[src/rtl/battle_pkg.sv]
// battle_pkg: shared types and helpers for the battle turn scheduler.
//   state_t  - state_out encodings (IDLE is deliberately non-zero so MENU entry always changes state_out)
//   cmd_t    - menu command encodings
//   HP_W     - width of every HP register
//   sat_sub  - subtraction that floors at zero
package battle_pkg;
    localparam int HP_W = 8;
    typedef enum logic [3:0] {
        ST_IDLE    = 4'b1010,
        ST_MENU    = 4'b0000,
        ST_ATTACK  = 4'b0001,
        ST_ENEMY   = 4'b0010,
        ST_OVER    = 4'b0011,
        ST_VICTORY = 4'b0100
    } state_t;
    typedef enum logic [1:0] {CMD_ATTACK, CMD_ACT, CMD_TALK, CMD_MERCY} cmd_t;
    function automatic logic [HP_W-1:0] sat_sub(input logic [HP_W-1:0] a, input logic [HP_W-1:0] b);
        return (a > b) ? a - b : '0;
    endfunction
endpackage

[src/rtl/battle_if.sv]
// battle_if: signal bundle between the battle screen and the turn scheduler.
//   inputs to the scheduler : start_in, frame_tick_in, menu_finished_in, menu_command_in, hit_in
//   outputs from scheduler  : state_out, player_hp_out, enemy_hp_out, invincible_out, turn_count_out
//   master drives the inputs (screen/menu side), slave is the scheduler.
interface battle_if import battle_pkg::*; ();
    logic            start_in;
    logic            frame_tick_in;
    logic            menu_finished_in;
    logic [1:0]      menu_command_in;
    logic            hit_in;
    logic [3:0]      state_out;
    logic [HP_W-1:0] player_hp_out;
    logic [HP_W-1:0] enemy_hp_out;
    logic            invincible_out;
    logic [7:0]      turn_count_out;
    modport master (
        output start_in, frame_tick_in, menu_finished_in, menu_command_in, hit_in,
        input  state_out, player_hp_out, enemy_hp_out, invincible_out, turn_count_out
    );
    modport slave (
        input  start_in, frame_tick_in, menu_finished_in, menu_command_in, hit_in,
        output state_out, player_hp_out, enemy_hp_out, invincible_out, turn_count_out
    );
endinterface

[src/rtl/frame_timer.sv]
// frame_timer: counts frame ticks up to a run-time limit.
//   clk, rst - clock and synchronous active-high reset
//   clr      - restarts the count at zero
//   tick     - one-cycle frame pulse
//   limit    - number of ticks per period
//   done     - high on the limit-th tick (count==limit-1 && tick)
module frame_timer (
    input  logic        clk,
    input  logic        rst,
    input  logic        clr,
    input  logic        tick,
    input  logic [15:0] limit,
    output logic        done
);
    logic [15:0] count;
    assign done = tick && count == limit - 16'd1;
    always_ff @(posedge clk)
        if (rst || clr) count <= '0;
        else if (tick) count <= done ? '0 : count + 16'd1;
endmodule

[src/rtl/battle_sequencer.sv]
// battle_sequencer: turn scheduler for the battle screen; owns player/enemy HP, i-frames and turn count.
//   clk, rst - clock and synchronous active-high reset
//   bus      - battle_if slave: start/frame/menu/hit inputs, registered state/HP/invincible/turn outputs
module battle_sequencer import battle_pkg::*; #(
    parameter int PLAYER_HP_MAX = 20,
    parameter int ENEMY_HP_MAX  = 30,
    parameter int ATTACK_DAMAGE = 6,
    parameter int HIT_DAMAGE    = 4,
    parameter int ATTACK_FRAMES = 60,
    parameter int TURN_FRAMES   = 300,
    parameter int IFRAMES       = 30
) (
    input logic     clk,
    input logic     rst,
    battle_if.slave bus
);
    localparam logic [3:0] IDLE    = ST_IDLE;
    localparam logic [3:0] MENU    = ST_MENU;
    localparam logic [3:0] ATTACK  = ST_ATTACK;
    localparam logic [3:0] ENEMY   = ST_ENEMY;
    localparam logic [3:0] OVER    = ST_OVER;
    localparam logic [3:0] VICTORY = ST_VICTORY;
    localparam logic [HP_W-1:0] P_MAX    = HP_W'(PLAYER_HP_MAX);
    localparam logic [HP_W-1:0] E_MAX    = HP_W'(ENEMY_HP_MAX);
    localparam logic [HP_W-1:0] MERCY_HP = HP_W'(ENEMY_HP_MAX / 4);
    logic [3:0]      state, next;
    logic [HP_W-1:0] player_hp, enemy_hp, hp_after;
    logic [7:0]      turn_count;
    logic            inv, start_q, start_rise, terminal, hit_ok, phase_done, iframe_done;
    assign start_rise = bus.start_in && !start_q;
    assign terminal   = state == IDLE || state == OVER || state == VICTORY;
    assign hit_ok     = state == ENEMY && bus.hit_in && !inv;
    assign hp_after   = hit_ok ? sat_sub(player_hp, HP_W'(HIT_DAMAGE)) : player_hp;
    // Phase timer restarts on every state change; its period depends on the phase.
    frame_timer phase_timer (
        .clk(clk), .rst(rst), .clr(next != state), .tick(bus.frame_tick_in),
        .limit(state == ATTACK ? 16'(ATTACK_FRAMES) : 16'(TURN_FRAMES)), .done(phase_done)
    );
    frame_timer iframe_timer (
        .clk(clk), .rst(rst), .clr(hit_ok), .tick(bus.frame_tick_in),
        .limit(16'(IFRAMES)), .done(iframe_done)
    );
    // A hit landing on the final turn tick is resolved before choosing MENU vs GAME_OVER.
    always_comb begin
        next = state;
        if (terminal)
            next = start_rise ? MENU : state;
        else if (state == MENU && bus.menu_finished_in)
            next = bus.menu_command_in == CMD_ATTACK ? ATTACK :
                   (bus.menu_command_in == CMD_MERCY && enemy_hp <= MERCY_HP) ? VICTORY : ENEMY;
        else if (state == ATTACK && phase_done)
            next = enemy_hp == '0 ? VICTORY : ENEMY;
        else if (state == ENEMY)
            next = (player_hp == '0 || (phase_done && hp_after == '0)) ? OVER :
                   phase_done ? MENU : ENEMY;
    end
    always_ff @(posedge clk) begin
        if (rst) begin
            state      <= IDLE;
            player_hp  <= P_MAX;
            enemy_hp   <= E_MAX;
            turn_count <= '0;
            inv        <= 1'b0;
            start_q    <= 1'b0;
        end else begin
            start_q <= bus.start_in;
            state   <= next;
            if (terminal && start_rise) begin
                player_hp  <= P_MAX;
                enemy_hp   <= E_MAX;
                turn_count <= '0;
            end
            if (state == MENU && bus.menu_finished_in && bus.menu_command_in == CMD_ATTACK)
                enemy_hp <= sat_sub(enemy_hp, HP_W'(ATTACK_DAMAGE));
            if (hit_ok)
                player_hp <= hp_after;
            // I-frames only survive while staying in ENEMY_TURN.
            inv <= state == ENEMY && next == ENEMY && (hit_ok || (inv && !iframe_done));
            if (state == ENEMY && next == MENU && turn_count != 8'hFF)
                turn_count <= turn_count + 8'd1;
        end
    end
    assign bus.state_out      = state;
    assign bus.player_hp_out  = player_hp;
    assign bus.enemy_hp_out   = enemy_hp;
    assign bus.invincible_out = inv;
    assign bus.turn_count_out = turn_count;
endmodule

[src/flat_wrapper.sv]
// flat-port wrapper written by rule: the top's interface ports become plain ports
module battle_sequencer_flat import battle_pkg::*;
#(
    parameter int PLAYER_HP_MAX = 20,
    parameter int ENEMY_HP_MAX  = 30,
    parameter int ATTACK_DAMAGE = 6,
    parameter int HIT_DAMAGE    = 4,
    parameter int ATTACK_FRAMES = 60,
    parameter int TURN_FRAMES   = 300,
    parameter int IFRAMES       = 30
)
  (clk, rst, bus_start_in, bus_frame_tick_in, bus_menu_finished_in, bus_menu_command_in, bus_hit_in, bus_state_out, bus_player_hp_out, bus_enemy_hp_out, bus_invincible_out, bus_turn_count_out);
  battle_if bus_i ();
  input logic clk;
  input logic rst;
  input wire logic [$bits(bus_i.start_in)-1:0] bus_start_in;
  input wire logic [$bits(bus_i.frame_tick_in)-1:0] bus_frame_tick_in;
  input wire logic [$bits(bus_i.menu_finished_in)-1:0] bus_menu_finished_in;
  input wire logic [$bits(bus_i.menu_command_in)-1:0] bus_menu_command_in;
  input wire logic [$bits(bus_i.hit_in)-1:0] bus_hit_in;
  output wire logic [$bits(bus_i.state_out)-1:0] bus_state_out;
  output wire logic [$bits(bus_i.player_hp_out)-1:0] bus_player_hp_out;
  output wire logic [$bits(bus_i.enemy_hp_out)-1:0] bus_enemy_hp_out;
  output wire logic [$bits(bus_i.invincible_out)-1:0] bus_invincible_out;
  output wire logic [$bits(bus_i.turn_count_out)-1:0] bus_turn_count_out;
  assign bus_i.start_in = bus_start_in;
  assign bus_i.frame_tick_in = bus_frame_tick_in;
  assign bus_i.menu_finished_in = bus_menu_finished_in;
  assign bus_i.menu_command_in = bus_menu_command_in;
  assign bus_i.hit_in = bus_hit_in;
  assign bus_state_out = bus_i.state_out;
  assign bus_player_hp_out = bus_i.player_hp_out;
  assign bus_enemy_hp_out = bus_i.enemy_hp_out;
  assign bus_invincible_out = bus_i.invincible_out;
  assign bus_turn_count_out = bus_i.turn_count_out;
  battle_sequencer #(.PLAYER_HP_MAX(PLAYER_HP_MAX), .ENEMY_HP_MAX(ENEMY_HP_MAX), .ATTACK_DAMAGE(ATTACK_DAMAGE), .HIT_DAMAGE(HIT_DAMAGE), .ATTACK_FRAMES(ATTACK_FRAMES), .TURN_FRAMES(TURN_FRAMES), .IFRAMES(IFRAMES)) u_core (.clk(clk), .rst(rst), .bus(bus_i));
endmodule
[config.mk]
export PLATFORM = sky130hd
export DESIGN_NAME = battle_sequencer_flat
export DESIGN_NICKNAME = d
export VERILOG_FILES = /design/src/rtl/battle_pkg.sv /design/src/rtl/battle_if.sv /design/src/rtl/frame_timer.sv /design/src/rtl/battle_sequencer.sv /design/src/flat_wrapper.sv
export SDC_FILE = /design/constraint.sdc
export NUM_CORES = 1
export LEC_CHECK = 0
export CAP_MARGIN = 20
export CELL_PAD_IN_SITES_DETAIL_PLACEMENT = 0
export CELL_PAD_IN_SITES_GLOBAL_PLACEMENT = 2
export CORE_AREA = 2 2 106 108
export CTS_BUF_LIST = sky130_fd_sc_hd__clkbuf_4 sky130_fd_sc_hd__clkbuf_8
export DETAILED_ROUTE_END_ITERATION = 10
export DIE_AREA = 0 0 108 110
export PLACE_DENSITY = 0.73
export SLEW_MARGIN = 20
export SYNTH_ARGS = -nofsm -noshare
export SYNTH_HDL_FRONTEND = slang
export SYNTH_SLANG_ARGS = --single-unit
[constraint.sdc]
create_clock -name clk -period 4.1 [get_ports clk]
set_input_delay 0.82 -clock clk [delete_from_list [all_inputs] [get_ports clk]]
set_output_delay 0.82 -clock clk [all_outputs]
set_load 0.02 [all_outputs]
Yosys cells after proc, flatten, opt, wreduce, memory -nomap -nowiden. Cells that the tools add are included.

Word-level logic and storage cells: 84. Input port bits: 8. Latch bits: 0. Register bits: 62. Memories: 0. RAM bits: 0. Memory bits (read-only): 0.

Bitwise gates (word level): 0. Order comparisons: 3. Muxes and demuxes: 22. Div/mod/pow operators: 0. $add $sub $neg: 6. Multipliers: 0. Shifts and indexed selects: 0. Reductions and logical operators: 34. Equality and inequality tests: 11.

Operator list (number): two-way mux 8 bit (9); adder 16 x 1 -> 16 bit (second input constant) (2); two-way mux 16 bit (2); two-way mux 4 bit (7); logical NOT 8 bit (3); equality test 16 bit (1); equality test 16 x 5 -> 1 bit (second input constant) (1); greater-than comparator 8 x 3 -> 1 bit (second input constant) (2); logical AND 1 bit (16); subtractor 8 x 3 -> 8 bit (second input constant) (2); equality test 4 x 2 -> 1 bit (second input constant) (3); subtractor 9 x 1 -> 10 bit (second input constant) (1); two-way mux 9 bit (1); adder 8 x 1 -> 8 bit (second input constant) (1); <= comparator 8 x 3 -> 1 bit (second input constant) (1); logical NOT 4 bit (2); inequality test 8 bit (second input constant) (1); logical OR 1 bit (6); two-way mux 3 bit (2); nonzero test 2 bit (3); equality test 4 x 1 -> 1 bit (second input constant) (1); equality test 4 x 3 -> 1 bit (second input constant) (1); equality test 4 bit (second input constant) (1); inequality test 4 bit (1); other kinds (4) (6).

Longest topological paths before layout. Gate-level depths: netlist of the first run.

Depth after elaboration: 16. Depth in mapped cells: 11. Depth with buffers taken out: 9.

Modules after synthesis. Synthesis of the first run repeated with hierarchy kept, for this count alone.

Cell total of the unflattened synthesis: 529. Area total of the unflattened synthesis: 4297.9 µm².

Modules (own cells, without submodules): frame_timer (area an instance 1232.4 µm², seq. area each 320.3 µm², cells each 152, instances 2); battle_sequencer (area an instance 1833.0 µm², seq. area each 580.6 µm², cells each 225, instances 1).

Least setup slack after synthesis of the first run. Ideal clock, no wire load.

Kind: input to register. From: input bus_frame_tick_in. To: register u_core.phase_timer.count[0]. Slack: 1.595 ns. Data required time: 4.036 ns. Data arrival time: 2.440 ns. Stages: 9. Setup time: 0.064 ns. Cell sequence: and2_1 > nand4_1 > nor2_1 > a21boi_0 > o22ai_1 > or4_1 > buf_2 > buf_6 > nor2_1.

Cells in the longest elaborated chain, start to end: 10. Elaborated cells on any way between the ends: 13. Those cells by class: eq/ne (1); mux (7); reduce/logical (5).

RTL lines: from (decl) (RTL line flat_wrapper.sv:17) `input wire logic [$bits(bus_i.frame_tick_in)-1:0] bus_frame_tick_in;`; logical AND 1 bit (RTL line frame_timer.sv:16) `assign done = tick && count == limit - 16'd1;`; logical AND 1 bit (RTL line battle_sequencer.sv:54) `next = (player_hp == '0 || (phase_done && hp_after == '0)) ? OVER :`; logical OR 1 bit (RTL line battle_sequencer.sv:54); two-way mux 4 bit (RTL line battle_sequencer.sv:54); two-way mux 4 bit (RTL line battle_sequencer.sv:53) `else if (state == ENEMY)`; two-way mux 4 bit (RTL line battle_sequencer.sv:51) `else if (state == ATTACK && phase_done)`; two-way mux 4 bit (RTL line battle_sequencer.sv:48) `else if (state == MENU && bus.menu_finished_in)`; two-way mux 4 bit (RTL line battle_sequencer.sv:46) `if (terminal)`; inequality test 4 bit (RTL line battle_sequencer.sv:36) `.clk(clk), .rst(rst), .clr(next != state), .tick(bus.frame_tick_in),`; logical OR 1 bit (RTL line frame_timer.sv:18) `if (rst || clr) count <= '0;`; to (signal assigned) (RTL line frame_timer.sv:19) `else if (tick) count <= done ? '0 : count + 16'd1;`; to (decl) (RTL line frame_timer.sv:15) `logic [15:0] count;`.

Several ways; a longest one is shown, not always the timed one. A chain may end at the register's enable or synchronous reset.

Worst setup path in the final report of the first run.
From: input bus_frame_tick_in. To: register u_core.phase_timer.count[8].

Same word-level chain as after synthesis.

==> metrics, run 1 <==
Slowest cell on crit path=or4_1; Hold Crit Start=u_core.phase_timer.count[1]$_SDFFE_PP0P_; Cell variety after synth=53; first-iteration detailed-routing DRC count=126; FMAX=0.325 GHz; Post-CTS Setup Bufs=0; leakage power=around 1.4 nW; Slew headroom=53.3%; I/O Buffers=35; Final nets=447; met3 WL post-DR=255 um; CTS tree=yes; wire length on met2=3570 um; CP Class=in -> reg; Post-synth top flop=dfxtp_1; Total GRT Usage=14.2%; via/cell ratio=4.97; wl on met1=4070 um; Avg Inst Size Synth=8.03 um^2; Final GP Congestion=0.793; worst vdd ir=0.119 mV; number of max-cap violations=0; RR Endpoint=u_core.phase_timer.count[8]$_SDFFE_PP0P_; Hold Crit Class=reg -> reg; endpoints failing hold=0; Post-synth EDFFs=0; largest net degree at the start of global routing=17; CP Launch Type=input pin; post-route minimum period=~3.1 ns; Tcrit/Tclk final=75.1%; hold-fix buffers at CTS=0; Routed WL per cell=roughly 14 um; Clk pin slew, worst setup/hold paths=0.07 ns; power per cell area=327 nW/um^2; critical-path maximum fanout=16; Largest stage delay, worst path=0.84 ns; status=finished clean; CTS sink count=61; Post-Syn Instances=a little under 400; Syn Std Cell Area=3170 um^2; first-pass GRT wire length=13300 um; CP required=between 4 and 5 ns; reg-to-reg critical path startpoint=u_core.bus.state_out[3]$_SDFF_PP1_; DIE HEIGHT=approximately 110 um; uppermost layer routed=met4; worst reg-to-reg setup slack=1.20 ns; Clock Tree Buf Depth=2; end of the worst hold path=u_core.phase_timer.count[1]$_SDFFE_PP0P_; std cell rows=38; Ant. Diodes=0; asr flop ratio synth=0%; drt drc=0; syn nets=411; crit path cell chain=clkdlybuf4s50_1, and2_1, nand4_1, nor2_1, a21boi_0, o22ai_1, or4_1, nor3_1; setup TNS=0 ns; Chip Width=108 um; complex-gate fraction of the synthesized area=12.3%; highest-count cells in the layout ignoring fill and taps=dfxtp_1, nor2_1, nand2_1, clkdlybuf4s50_1, nand3_1; hold depth=2; post-synthesis simple-gate area fraction=34.0%; Num CTS Buffers=9; residual overflow from global routing=0; die area=11900 um^2; CP delay by family, top=simple AND/OR/NAND/NOR gates; via count=2863; Ports=37; Final Max Slew Viols=0; vias in the first global route=2708; clk_skew=0.00730 ns; Tightest Pin Transition=0.695 ns; Starting Density=between 20% and 30%; pre-CTS setup slack=0.668 ns; post-synthesis register bit count=~60; antenna violations before repair=0; final setup violation count=0; final wirelength=8040 um; hpwl dp=5850 um; post-CTS sizing=0; later-pin clock latency in the skew report=0.35 ns; H-tree levels=3; critical path capture point type=flop; largest family of logic cells by synthesized area=simple AND/OR/NAND/NOR gates; Post-Synth Adder-Cell Area=under 10%; part of the Yosys area used for sequential elements=38.5%; layout cell share with drive strength beyond 1=6.19%; Reg2Reg Depth=7; core box area=10700 um^2; commonest non-fill, non-tap cell in the layout=dfxtp_1; Arrival @ worst endpoint=3.35 ns; worst path bufs/invs=1; RSZ-0062 raised after global routing=no; Synth Area in XOR/XNOR=7.73%; root buf cell=clkbuf_8; min setup slack post-route=1.02 ns; first drt pass iteration count=4; multiplexer area fraction after synthesis=1.30%; Syn-to-layout area delta=21.0%; Detail Route Antenna Nets=0; Syn. warnings=0
==> cell type report <==
class,instances,area (um^2)
Sequential cell,61,1220
Clock buffer,15,181
Multi-Input combinational cell,314,1860
Tap cell,140,175
Clock inverter,1,5.00
Timing Repair Buffer,37,365
Fill cell,1143,6860
Inverter,8,30.0
==> power breakdown <==
part	leakage, nW	switching, W	internal [W]	total, W
Clock	0.101	0.000237	0.000279	0.000516
Sequential	0.493	0.0000153	0.000602	0.000617
Combinational	0.781	0.0000744	0.0000473	0.000122
Total	1.38	0.000326	0.000928	0.00125
==> worst max-delay path by stage <==
stage | from | to | cells after the start
3_3_place_gp | bus_hit_in | u_core.phase_timer.count[8]$_SDFFE_PP0P_ | 7
4_1_cts | bus_frame_tick_in | u_core.phase_timer.count[8]$_SDFFE_PP0P_ | 8
2_1_floorplan | bus_frame_tick_in | u_core.phase_timer.count[0]$_SDFFE_PP0P_ | 9
3_5_place_dp | bus_frame_tick_in | u_core.phase_timer.count[8]$_SDFFE_PP0P_ | 8
5_1_grt | bus_hit_in | u_core.phase_timer.count[4]$_SDFFE_PP0P_ | 7
6_report | bus_frame_tick_in | u_core.phase_timer.count[8]$_SDFFE_PP0P_ | 8
==> metrics by stage <==
stage	cells	instance area [um^2]	power (W)	hold slack, ns	util, %
4_1_cts	576	3840	0.00127	0.493	35.9
2_1_floorplan	395	3170	0.000712	0.463	-
5_1_grt	576	3840	0.00131	0.512	35.9
3_5_place_dp	560	3650	0.000753	0.484	34.1
3_3_place_gp	560	3650	0.000754	0.478	34.1
6_report	576	3840	0.00125	0.487	35.9
==> routing by layer <==
| metal | vias up | GRT usage [%] |
|---|---|---|
| met5 | - | 0 |
| met4 | 0 | 6.87 |
| met3 | 12 | 2.70 |
| met2 | 46 | 22.6 |
| met1 | 1338 | 18.6 |
| li1 | 1467 | - |
==> cell usage after synthesis (all sizes together) (2+ instances only) <==
library cell | number | area [um^2]
or4 | 4 | 33.8
nor2b | 8 | 50.1
nand3 | 26 | 130
nand4 | 10 | 62.6
xnor2 | 8 | 70.1
nor2 | 58 | 218
clkbuf | 6 | 23.8
inv | 8 | 30.0
mux2i | 3 | 30.0
a21oi | 21 | 105
nand2 | 43 | 164
buf | 6 | 37.5
nor3b | 3 | 22.5
o21ai | 18 | 90.1
or3 | 2 | 12.5
and3 | 11 | 68.8
dfxtp | 61 | 1220
a31oi | 5 | 31.3
and2 | 6 | 38.8
nand3b | 5 | 37.5
o31ai | 4 | 30.0
ha | 8 | 100
xor2 | 20 | 175
a41oi | 2 | 25.0
nor4 | 9 | 62.6
nor4b | 4 | 50.1
o211ai | 3 | 22.5
nor3 | 13 | 70.1
o21a | 2 | 15.0
nand2b | 6 | 37.5
==> cell families after synthesis <==
family          count (synthesis)
buf+inv                        20
simple gates                  210
xor+xnor                       28
mux                             4
fa+ha+maj                       8
compound gates                 63
other cells                     1
flops                          61
==> flip-flops by register name, indices dropped and copies added, names as in the netlist <==
register	flops
u_core.bus.enemy_hp_out	7
u_core.bus.invincible_out	1
u_core.bus.player_hp_out	8
u_core.start_q	1
u_core.iframe_timer.count	16
u_core.bus.state_out	4
u_core.phase_timer.count	16
u_core.bus.turn_count_out	8
==> worst min-delay path, stage by stage (launching register included) <==
cell      delay (ns)
dfxtp_1         0.33
nand2b_1        0.07
a21oi_1         0.05
(Power assumes the default switching activity.)
==> run 2, diff against run 1 <==
--- a/config.mk
+++ b/config.mk
@@ -12,7 +12,7 @@
 export CTS_BUF_LIST = sky130_fd_sc_hd__clkbuf_4 sky130_fd_sc_hd__clkbuf_8
 export DETAILED_ROUTE_END_ITERATION = 10
 export DIE_AREA = 0 0 108 110
-export PLACE_DENSITY = 0.73
+export PLACE_DENSITY = 0.76
 export SLEW_MARGIN = 20
 export SYNTH_ARGS = -nofsm -noshare
 export SYNTH_HDL_FRONTEND = slang
==> constraint.sdc (replaced) <==
create_clock -name clk -period 2.81 [get_ports clk]
set_input_delay 0.562 -clock clk [delete_from_list [all_inputs] [get_ports clk]]
set_output_delay 0.562 -clock clk [all_outputs]
set_load 0.02 [all_outputs]
==> metrics, run 2 (same netlist as run 1, synthesis figures left out) <==
die area=11900 um^2; Post-Place Cells=between 500 and 600; H-tree levels=3; Post-CTS Setup Bufs=0; Final GP Congestion=0.797; setup TNS=0 ns; Largest stage delay, worst path=approximately 0.58 ns; leakage power=1.48 nW; Ant. Diodes=0; power per cell area=453 nW/um^2; Clk pin slew, worst setup/hold paths=0.07 ns; Largest regs=u_core.iframe_timer.count (16), u_core.phase_timer.count (16); DIE HEIGHT=110 um; CP required=around 3 ns; critical path capture point type=flop; hpwl dp=6010 um; vias in the first global route=2763; commonest non-fill, non-tap cell in the layout=dfxtp_1; antenna violations before repair=0; worst vdd ir=0.233 mV; Hold Crit Class=reg -> reg; CP Launch Type=flop; via count=between 2k and 3k; post-CTS sizing=0; number of cells on the critical path=8; worst path bufs/invs=1; post-route minimum period=2.55 ns; hold depth=1; FMAX=0.392 GHz; status=finished clean; Ports=37; first drt pass iteration count=5; CTS sink count=61; highest-count cells in the layout ignoring fill and taps=dfxtp_1, nor2_1, nand2_1, clkdlybuf4s50_1, nand3_1; later-pin clock latency in the skew report=0.35 ns; hold-fix buffers at CTS=0; Clock Tree Buf Depth=2; Starting Density=between 20 and 30%; CP Class=reg -> reg; Reg2Reg Depth=8; CTS tree=yes; critical-path maximum fanout=16; Final nets=470; Num CTS Buffers=9; I/O Buffers=35; clk_skew=0.00735 ns; Final Max Slew Viols=0; Tcrit/Tclk final=90.7%; Layout Cells excl Fill=598; worst reg-to-reg setup slack=approximately 0.26 ns; Slew headroom=61.9%; Total GRT Usage=14.4%; Routed WL per cell=13.5 um; WHS=0.496 ns; std cell rows=38; residual overflow from global routing=0; Arrival @ worst endpoint=around 2.8 ns; CP delay by family, top=simple AND/OR/NAND/NOR gates; Detail Route Antenna Nets=0; endpoints failing hold=0; Slowest cell on crit path=or4_1; Chip Width=approximately 110 um; via/cell ratio=slightly below 5; final setup violation count=0; core box area=around 11000 um^2; layout cell share with drive strength beyond 1=10.7%; Tightest Pin Transition=0.570 ns; drt drc=0; crit path cell chain=nor4b_1, a31oi_1, o21ai_0, nand2_1, o22ai_1, or4_1, buf_12, nor3_1; final wirelength=8100 um; root buf cell=clkbuf_8; RSZ-0062 raised after global routing=no; largest net degree at the start of global routing=17; first-pass GRT wire length=13400 um; number of max-cap violations=0; first-iteration detailed-routing DRC count=94; Syn-to-layout area delta=26.3%
[run 2: cell types whose count changed in the layout (fill, tap and decap cells not counted)]
| cell | change |
|---|---|
| clkbuf_8 | -1 |
| buf_12 | +1 |
| clkbuf_4 | -1 |
| buf_4 | +22 |
| clkinv_2 | +1 |
[run 2: worst register-to-register path: cells and delay by family (launching register included)]
| family | cells | cell delay, ns |
|---|---|---|
| AO/OA/AOI/OAI | 3 | 0.71 |
| AND/OR/NAND/NOR | 4 | 1.02 |
| buffers and inverters | 1 | 0.18 |
| flip-flops | 1 | 0.56 |
[run 2: final cells by class]
class | instances | area [um^2]
repair buffers | 60 | 551
inverters | 8 | 30.0
well taps | 140 | 175
multi-input cells | 314 | 1860
fillers | 1118 | 6690
clock inverters | 2 | 10.0
flip-flops and latches | 61 | 1220
clock buffers | 13 | 160
[run 2: power by group]
| group | switching [W] | internal (W) |
|---|---|---|
| sequential | 0.0000179 | 0.000878 |
| clock | 0.000341 | 0.000366 |
| combinational | 0.000119 | 0.0000921 |
[run 2: per-stage QoR]
step	total power [W]	instance area [um^2]	setup WS (ns)	utilization (%)
5_1_grt	0.00189	4010	0.0373	37.5
6_report	0.00181	4010	0.261	37.5
3_5_place_dp	0.00113	3840	-0.0268	35.9
4_1_cts	0.00183	4010	0.256	37.5
2_1_floorplan	0.00104	3170	0.373	-
3_3_place_gp	0.00113	3840	0.00629	35.9
[run 2: per-layer routing]
layer | up-vias | wire [um] | track usage (%)
li1 | 1507 | - | -
met5 | - | 0 | 0
met4 | 0 | 148 | 6.32
met1 | 1359 | 4030 | 18.8
met2 | 67 | 3570 | 22.7
met3 | 12 | 355 | 3.53
[run 2: path summary, 6_finish.rpt]
check / startpoint / endpoint
hold / removal: u_core.bus.enemy_hp_out[7]$_SDFFE_PP0P_ / u_core.bus.enemy_hp_out[7]$_SDFFE_PP0P_
setup reg to reg: u_core.bus.state_out[0]$_SDFF_PP0_ / u_core.phase_timer.count[8]$_SDFFE_PP0P_
setup / recovery: u_core.bus.state_out[0]$_SDFF_PP0_ / u_core.phase_timer.count[8]$_SDFFE_PP0P_
hold reg to reg: u_core.bus.enemy_hp_out[7]$_SDFFE_PP0P_ / u_core.bus.enemy_hp_out[7]$_SDFFE_PP0P_
==> run 3, diff against run 2 <==
--- a/config.mk
+++ b/config.mk
@@ -12,7 +12,7 @@
 export CTS_BUF_LIST = sky130_fd_sc_hd__clkbuf_4 sky130_fd_sc_hd__clkbuf_8
 export DETAILED_ROUTE_END_ITERATION = 10
 export DIE_AREA = 0 0 108 110
-export PLACE_DENSITY = 0.76
+export PLACE_DENSITY = 0.73
 export SLEW_MARGIN = 20
 export SYNTH_ARGS = -nofsm -noshare
 export SYNTH_HDL_FRONTEND = slang
==> constraint.sdc (replaced) <==
create_clock -name clk -period 2.55 [get_ports clk]
set_input_delay 0.51 -clock clk [delete_from_list [all_inputs] [get_ports clk]]
set_output_delay 0.51 -clock clk [all_outputs]
set_load 0.02 [all_outputs]
==> metrics, run 3 (same netlist as run 1, synthesis figures left out) <==
Ports=37; via count=3040; later-pin clock latency in the skew report=~0.34 ns; Total GRT Usage=14.8%; Ant. Diodes=0; Final Max Slew Viols=0; final setup violation count=0; std cell rows=38; crit path from=u_core.bus.enemy_hp_out[7]$_SDFFE_PP0P_; endpoints failing hold=0; final wirelength=8420 um; first drt pass iteration count=4; Clock Tree Buf Depth=2; placed instance area=4030 um^2; commonest non-fill, non-tap cell in the layout=dfxtp_1; clk_skew=0.00481 ns; status=finished clean; residual overflow from global routing=0; setup TNS=0 ns; crit path capture=u_core.phase_timer.count[8]$_SDFFE_PP0P_; Routed WL per cell=13.5 um; filler cell count=1152; root buf cell=clkbuf_8; CP required=2.81 ns; reg-to-reg critical path startpoint=u_core.bus.enemy_hp_out[7]$_SDFFE_PP0P_; Syn-to-layout area delta=36.5%; drt drc=0; DIE HEIGHT=110 um; critical path capture point type=flop; CTS sink count=61; I/O Buffers=35; Reg2Reg Depth=8; first-pass GRT wire length=13900 um; pre-CTS setup slack=-0.276 ns; Slew headroom=66.4%; vias in the first global route=2885; WHS=between 0.4 and 0.5 ns; Post-CTS Setup Bufs=0; first-iteration detailed-routing DRC count=~120; CTS tree=yes; Hold Crit Class=reg -> reg; critical-path maximum fanout=16; die area=11900 um^2; number of max-cap violations=0; antenna violations before repair=0; Chip Width=108 um; layout cell share with drive strength beyond 1=18.1%; largest net degree at the start of global routing=17; RR Endpoint=u_core.phase_timer.count[8]$_SDFFE_PP0P_; H-tree levels=3; Tcrit/Tclk final=94.5%; min setup slack post-route=0.140 ns; highest-count cells in the layout ignoring fill and taps=dfxtp_1, nor2_1, buf_4, nand2_1, clkdlybuf4s50_1; Num CTS Buffers=9; CP Launch Type=flop; worst vdd ir=between 0.2 and 0.3 mV; post-route minimum period=approximately 2.4 ns; Clk pin slew, worst setup/hold paths=0.07 ns; worst reg-to-reg setup slack=about 0.14 ns; Final nets=496; CP Class=reg -> reg; Tightest Pin Transition=0.502 ns; core box area=10700 um^2; Arrival @ worst endpoint=around 2.7 ns; Largest regs=u_core.iframe_timer.count (16), u_core.phase_timer.count (16); via/cell ratio=4.86; Detail Route Antenna Nets=0; Starting Density=29.6%; fin area=4330 um^2; FMAX=slightly above 0.4 GHz; leakage power=1.67 nW; hpwl dp=6350 um; Final GP Congestion=0.803; power per cell area=roughly 520 nW/um^2
-- run 3: metrics by stage --
stage | power [W] | utilization (%) | std cells
after floorplan | 0.00114 | - | 395
after global placement | 0.00127 | 37.7 | 609
after detailed placement | 0.00127 | 37.7 | 609
after CTS | 0.00227 | 39.8 | 625
after global routing | 0.00235 | 40.5 | 625
final | 0.00225 | 40.5 | 625
-- run 3: per-layer routing --
| layer | up-vias | part of all wire (%) | global-route usage [%] |
|---|---|---|---|
| met2 | 50 | 47 | 24.5 |
| li1 | 1564 | - | - |
| met4 | 0 | 0.93 | 4.03 |
| met3 | 7 | 3.6 | 4.12 |
| met1 | 1419 | 48 | 19.0 |
| met5 | - | 0 | 0 |
-- run 3: cell type report --
class / instances / area (um^2) / share of cell area [%]
clock buffer: 12 / 159 / 3.67
multi-input combinational: 314 / 1930 / 44.5
timing repair buffer: 86 / 746 / 17.2
tap: 140 / 175 / 4.05
inverter: 8 / 30.0 / 0.693
clock inverter: 4 / 70.1 / 1.62
sequential: 61 / 1220 / 28.3
-- run 3: how the worst min path moves through the flow --
stage,from,end,cells after the start
finish,u_core.phase_timer.count[1]$_SDFFE_PP0P_,u_core.phase_timer.count[1]$_SDFFE_PP0P_,2
global route,u_core.bus.player_hp_out[0]$_SDFFE_PP0P_,u_core.bus.player_hp_out[0]$_SDFFE_PP0P_,1
CTS,u_core.phase_timer.count[1]$_SDFFE_PP0P_,u_core.phase_timer.count[1]$_SDFFE_PP0P_,2
detailed placement,u_core.phase_timer.count[1]$_SDFFE_PP0P_,u_core.phase_timer.count[1]$_SDFFE_PP0P_,2
global placement,u_core.phase_timer.count[1]$_SDFFE_PP0P_,u_core.phase_timer.count[1]$_SDFFE_PP0P_,2
floorplan,u_core.phase_timer.count[1]$_SDFFE_PP0P_,u_core.phase_timer.count[1]$_SDFFE_PP0P_,2
-- run 3: report_power, final --
part	switching (W)	internal [W]
sequential	0.0000187	0.000968
clock	0.000386	0.000612
combinational	0.000142	0.000124
total	0.000546	0.00170
-- run 3: repair_timing --
item,4_1_cts,5_1_grt
gates resized for setup,0,16
hold buffers,0,0
setup endpoints to repair,0,24
endpoints found under the hold margin,0,0
-- run 3: worst max-delay path, stage by stage (launching register included) --
cell,delay [ns]
dfxtp_1,0.33
or4_4,0.59
nor4_4,0.21
inv_1,0.07
a31oi_1,0.19
o31ai_1,0.10
or4_4,0.50
buf_12,0.17
nor3_1,0.17
